===== src/rtl/seven_seg_scan_ctrl.sv =====
// Time-multiplexed seven-segment scan controller: digit select, active-low anodes, dead-time blanking.
// Optional build macro SEG_SCAN_DIM_EN adds a 4-bit brightness input for 16-level duty in SHOW.
module seven_seg_scan_ctrl #(
  parameter int DIGITS   = 8,
  parameter int TICK_DIV = 100000,
  parameter int DEAD_CYC = 4
) (
  input  logic              clk,
  input  logic              reset,
  input  logic              enable,
  input  logic [DIGITS-1:0] digit_en,
`ifdef SEG_SCAN_DIM_EN
  input  logic [3:0]        brightness,
`endif
  output logic [2:0]        sel,
  output logic [DIGITS-1:0] anode,
  output logic              frame_start
);

  localparam int PW = (TICK_DIV > 1) ? $clog2(TICK_DIV) : 1;
  localparam int DW = (DEAD_CYC > 1) ? $clog2(DEAD_CYC) : 1;
  localparam logic [PW-1:0] PMAX = PW'(TICK_DIV - 1);
  localparam logic [DW-1:0] DMAX = DW'((DEAD_CYC == 0) ? 0 : DEAD_CYC - 1);
`ifdef SEG_SCAN_DIM_EN
  localparam int SHIFT = (PW >= 4) ? PW - 4 : 0;
`endif

  typedef enum logic [1:0] {OFF, DEAD, SHOW} state_t;

  state_t            state, state_n;
  logic [PW-1:0]     pcnt, pcnt_n;
  logic [DW-1:0]     dcnt, dcnt_n;
  logic [2:0]        sel_n, nx;
  logic [DIGITS-1:0] anode_n;
  logic              fs_n, run, tick, lit_ok;

  function automatic logic [2:0] lowest_sel(input logic [DIGITS-1:0] mask);
    logic [2:0] r;
    r = '0;
    for (int i = DIGITS - 1; i >= 0; i--)
      if (mask[i]) r = 3'(i);
    return r;
  endfunction

  // Search strictly above cur, wrapping; a lone enabled digit returns cur itself.
  function automatic logic [2:0] next_sel(input logic [2:0] cur, input logic [DIGITS-1:0] mask);
    logic [2:0] r;
    logic       found;
    int         idx;
    r     = cur;
    found = 1'b0;
    for (int i = 1; i <= DIGITS; i++) begin
      idx = (int'(cur) + i) % DIGITS;
      if (!found && mask[idx]) begin
        r     = 3'(idx);
        found = 1'b1;
      end
    end
    return r;
  endfunction

  always_ff @(posedge clk) begin
    if (reset) begin
      state       <= OFF;
      sel         <= '0;
      anode       <= '1;
      frame_start <= 1'b0;
      pcnt        <= '0;
      dcnt        <= '0;
    end else begin
      state       <= state_n;
      sel         <= sel_n;
      anode       <= anode_n;
      frame_start <= fs_n;
      pcnt        <= pcnt_n;
      dcnt        <= dcnt_n;
    end
  end

  always_comb begin
    state_n = state;
    sel_n   = sel;
    fs_n    = 1'b0;
    pcnt_n  = pcnt;
    dcnt_n  = dcnt;
    anode_n = '1;
    run     = enable && (|digit_en);
    tick    = (state != OFF) && (pcnt == PMAX);
    nx      = next_sel(sel, digit_en);

    // A dropped enable or empty mask overrides everything, including a coincident tick.
    if (!run) begin
      state_n = OFF;
      pcnt_n  = '0;
      dcnt_n  = '0;
    end else begin
      case (state)
        OFF: begin
          sel_n   = lowest_sel(digit_en);
          fs_n    = 1'b1;
          state_n = (DEAD_CYC == 0) ? SHOW : DEAD;
          pcnt_n  = '0;
          dcnt_n  = '0;
        end
        DEAD: begin
          pcnt_n = tick ? '0 : pcnt + 1'b1;
          if (dcnt == DMAX) begin
            state_n = SHOW;
            dcnt_n  = '0;
          end else begin
            dcnt_n = dcnt + 1'b1;
          end
        end
        SHOW: begin
          pcnt_n = tick ? '0 : pcnt + 1'b1;
          if (tick) begin
            sel_n   = nx;
            fs_n    = (nx <= sel);
            state_n = (DEAD_CYC == 0) ? SHOW : DEAD;
            dcnt_n  = '0;
          end
        end
        default: state_n = OFF;
      endcase
    end

`ifdef SEG_SCAN_DIM_EN
    lit_ok = ((int'(pcnt_n) >> SHIFT) < int'(brightness));
`else
    lit_ok = 1'b1;
`endif

    // Anode is registered from next-cycle state, so mask changes show one clock later.
    if (state_n == SHOW && lit_ok)
      anode_n = ~((DIGITS'(1) << sel_n) & digit_en);
  end

endmodule

===== config.mk =====
export PLATFORM = sky130hd
export DESIGN_NAME = seven_seg_scan_ctrl
export DESIGN_NICKNAME = d
export VERILOG_FILES = /design/src/rtl/seven_seg_scan_ctrl.sv
export SDC_FILE = /design/constraint.sdc
export NUM_CORES = 1
export LEC_CHECK = 0
export ABC_AREA = 1
export CAP_MARGIN = 15
export CORE_AREA = 2 2 73 75
export DETAILED_ROUTE_END_ITERATION = 6
export DIE_AREA = 0 0 75 77
export HOLD_SLACK_MARGIN = 0.02
export MAX_ROUTING_LAYER = met4
export PLACE_DENSITY_LB_ADDON = 0.25
export RECOVER_POWER = 25
export SLEW_MARGIN = 40
export SYNTH_ARGS = -nofsm -noshare
export SYNTH_HDL_FRONTEND = slang
export SYNTH_SLANG_ARGS = --single-unit

===== constraint.sdc =====
create_clock -name clk -period 5.8 [get_ports clk]
set_input_delay 0.87 -clock clk [delete_from_list [all_inputs] [get_ports clk]]
set_output_delay 0.87 -clock clk [all_outputs]
set_load 0.01 [all_outputs]

==> summary.txt <==
Critical path
  • CP Class: flip-flop to flip-flop
  • Crit path buf inv count: 4
  • Critical-path cell list: inv_2 > ha_1 > inv_1 > nand3_1 > nand3_2 > nand2_4 > clkinv_2 > nand3_2 > nor2_4 > nand4_2 > clkinv_1 > nand2_1 > o21ai_2 > ha_1 > a21oi_1 > o21ai_0 > nand2_1 > nand3_1 > a211oi_1
  • CP Data Required Time: 6010 ps
  • Worst Path Max Fanout: 16
  • Worst setup SP type: flip-flop
  • Crit end category: flip-flop
  • R2R Setup Slk: 2270 ps
  • Critical-path top delay cell: dfxtp_1
  • Arrival @ worst endpoint: 3740 ps
  • Crit path largest cell delay: ~700 ps
  • CP top delay family: simple AND/OR/NAND/NOR gates

Power
  • Total chip power: 0.587 mW
  • Max VDD drop: 0.199 mV
  • Logic pwr share: around 22%
  • Switching Share: 29.3%
  • Pwr/cell area: 208 nW/um2
  • Clock Power Share: 38.1%
  • Sequential power share: 39.6%
  • Internal: 0.416 mW
  • LEAKAGE: 1.17 nW
  • Net Sw Power: 0.172 mW

Route
  • DRC Markers: 0
  • Via Count: about 2.5k
  • First drt pass iteration count: 4
  • Wire length per cell: 11.7 um
  • ANT nets after route: 0
  • Drt total wl: 5710 um
  • 1st-iter DRT viols: 155
  • DR vias/cell: 5.19

Clocking
  • CTS buffer count: 5
  • Clk pin slew, worst setup/hold paths: 70 ps
  • Clk_lat worst skew: 290 ps
  • Root buf cell: clkbuf_8
  • Clock Path Buffers: 2
  • Clk sink count: 33
  • Hold buffer count at cts: 0
  • Setup Buffers After CTS: 0
  • H-tree Lvls: 2
  • CTS tree: yes
  • PostCTS Resize Cnt: 0

Timing
  • Fin Setup TNS: 0 ps
  • Fin. Hold Viols: 0
  • Worst Tran Pin Value: 709 ps
  • Final hold slack: between 400 and 500 ps
  • Final min period: 3530 ps
  • Final period util: 60.9%
  • FMAX: 283 MHz
  • Pins Over Slew Limit: 0
  • # setup viols final: 0
  • Worst slew margin: a little over half
  • RSZ-0062 raised after global routing: false
  • Clk_skew: 9.48 ps

Logic synthesis
  • Post-Syn Area: 2440 um2
  • Mux cell area share after synthesis: 0%
  • Mapped Nets: approximately 420
  • Ys async rst share: 0%
  • Post-Synth XOR/XNOR Area: 3.90%
  • Netlist cell types: 37
  • Synthesis-stage register bit count: 33
  • Main flop type after synthesis: dfxtp_1
  • Syn Inst Count: 394
  • Synth Area in Compound Gates: between 10% and 20%
  • Combinational family with the most area after synthesis: simple AND/OR/NAND/NOR gates
  • Mapped Avg Cell Area: 6.20 um2
  • Post-synth EDFFs: 0
  • Seq/Total Area, Yosys: 27.1%
  • Yosys warns: 0
  • Simple-Gate Fraction of Synth Area: between 40% and 50%
  • Adder-cell share of the synthesized area: 5.64%

Placed design
  • Placed Area: 2700 um2
  • RD Place Congestion: 0.930
  • HPWL after detailed placement: 4500 um
  • Number of port buffers: 22

Layout
  • Fin util: roughly 57%
  • Area growth from synthesis to layout: 15.5%
  • Filler Cell Count: 480
  • Design area: 2820 um2
  • Ant. Diodes: 0
  • NumNets Final: 438
  • Ratio of cells with drive above 1 in the final layout: 6.71%

Floorplan
  • Top-Level Pins: 23
  • Rows: 26
  • Die Area: 5780 um2
  • Die H: 77 um
  • Starting Density: 49.0%
  • Die Wd: approximately 75 um
  • Total core area: about 5000 um2

GRT
  • Grt ovf: 0
  • Vias in the first global route: ~2.3k
  • Initial antenna violation count: 0
  • Largest net degree at the start of global routing: 17
  • First-pass GRT wire length: a little over 10000 um
  • Total Routing Usage GR: 22.3%

Run
  • # Max-Cap Violations: 0

Min path
  • Worst hold-check path type: flip-flop to flip-flop

Status
  • Status: finished clean
==> metal layers <==
layer  global-route usage [%]  up-vias  routed length (um)
li1                         -     1326                   -
met1                     30.7     1140                2730
met2                     33.2       53                2630
met3                     3.68        9                 263
met4                     6.96        0                  84
met5                        -        -                   0
==> worst min-delay path, cell delays in order (launching register included) <==
cell     delay (ps)
dfxtp_1         310
nand2_1          60
a21oi_1          50
==> sequential cells by signal (all words and copies together), names as in the netlist <==
name	count
sel	3
dcnt	2
pcnt	17
frame_start	1
state	2
anode	8
==> power by group through the flow <==
stage	clock [mW]	combinational [mW]	sequential, mW
2_1_floorplan	0	0.0987	0.236
3_3_place_gp	0	0.129	0.238
3_5_place_dp	0	0.131	0.238
4_1_cts	0.229	0.131	0.233
5_1_grt	0.237	0.150	0.233
6_report	0.224	0.131	0.233
==> synthesized netlist by cell type (6+ instances only) <==
| master | number | area (um2) |
|---|---|---|
| nand3_1 | 46 | 230 |
| nand2_1 | 117 | 439 |
| nand2_2 | 6 | 37.5 |
| nor3_1 | 7 | 35.0 |
| ha_1 | 11 | 138 |
| inv_1 | 46 | 173 |
| dfxtp_1 | 33 | 661 |
| xor2_1 | 6 | 52.6 |
| a21oi_1 | 21 | 105 |
| o21ai_0 | 14 | 70.1 |
| nand4_1 | 7 | 43.8 |
| nor2_1 | 39 | 146 |
==> cells by family after synthesis <==
kind of cell               count (synthesis)
AOI/OAI and AO/OA                         47
buffers and inverters                     59
xor gates and xnor gates                  10
and+or+nand+nor                          234
DFF                                       33
adders and majority gates                 11
==> final timing paths <==
check                                   end  startpoint  cells after the start
worst max-delay path            frame_start      sel[0]                     19
worst min-delay path                dcnt[1]     dcnt[1]                      2
worst max register to register  frame_start      sel[0]                     19
worst min register to register      dcnt[1]     dcnt[1]                      2
==> per-stage QoR <==
stage	std cells	setup WS, ps
after global routing	487	1880
after detailed placement	479	2280
final	487	2270
after CTS	487	2310
after global placement	479	2350
after floorplan	394	2900
==> placed cells by master, fill, tap and decap left out, drive strengths merged <==
master | Yosys | final
o21ai | 15 | 15
a21boi | 2 | 2
a211oi | 3 | 3
inv | 49 | 49
nor4 | 2 | 2
clkdlybuf4s50 | 0 | 11
o32ai | 1 | 1
dfxtp | 33 | 33
a21oi | 21 | 21
nor3 | 7 | 7
a32oi | 1 | 1
nor2 | 43 | 43
xor2 | 6 | 6
clkinv | 3 | 3
clkbuf | 3 | 7
a221oi | 1 | 1
nand4 | 8 | 8
dlygate4sd3 | 0 | 11
a31oi | 1 | 1
ha | 11 | 11
nand3b | 1 | 1
o21bai | 1 | 1
xnor2 | 4 | 4
bufinv | 0 | 1
nand3 | 49 | 49
nand2 | 124 | 124
o2111ai | 1 | 1
==> area by class of cell <==
type / count / area [um2] / area share (%)
clock buffers: 7 / 86.3 / 3.06
clock inverters: 1 / 30.0 / 1.06
inverters: 52 / 196 / 6.97
multi-input cells: 302 / 1540 / 54.6
flip-flops and latches: 33 / 661 / 23.4
well taps: 70 / 87.6 / 3.11
repair buffers: 22 / 220 / 7.81
Power figures use the tool's default switching activity.
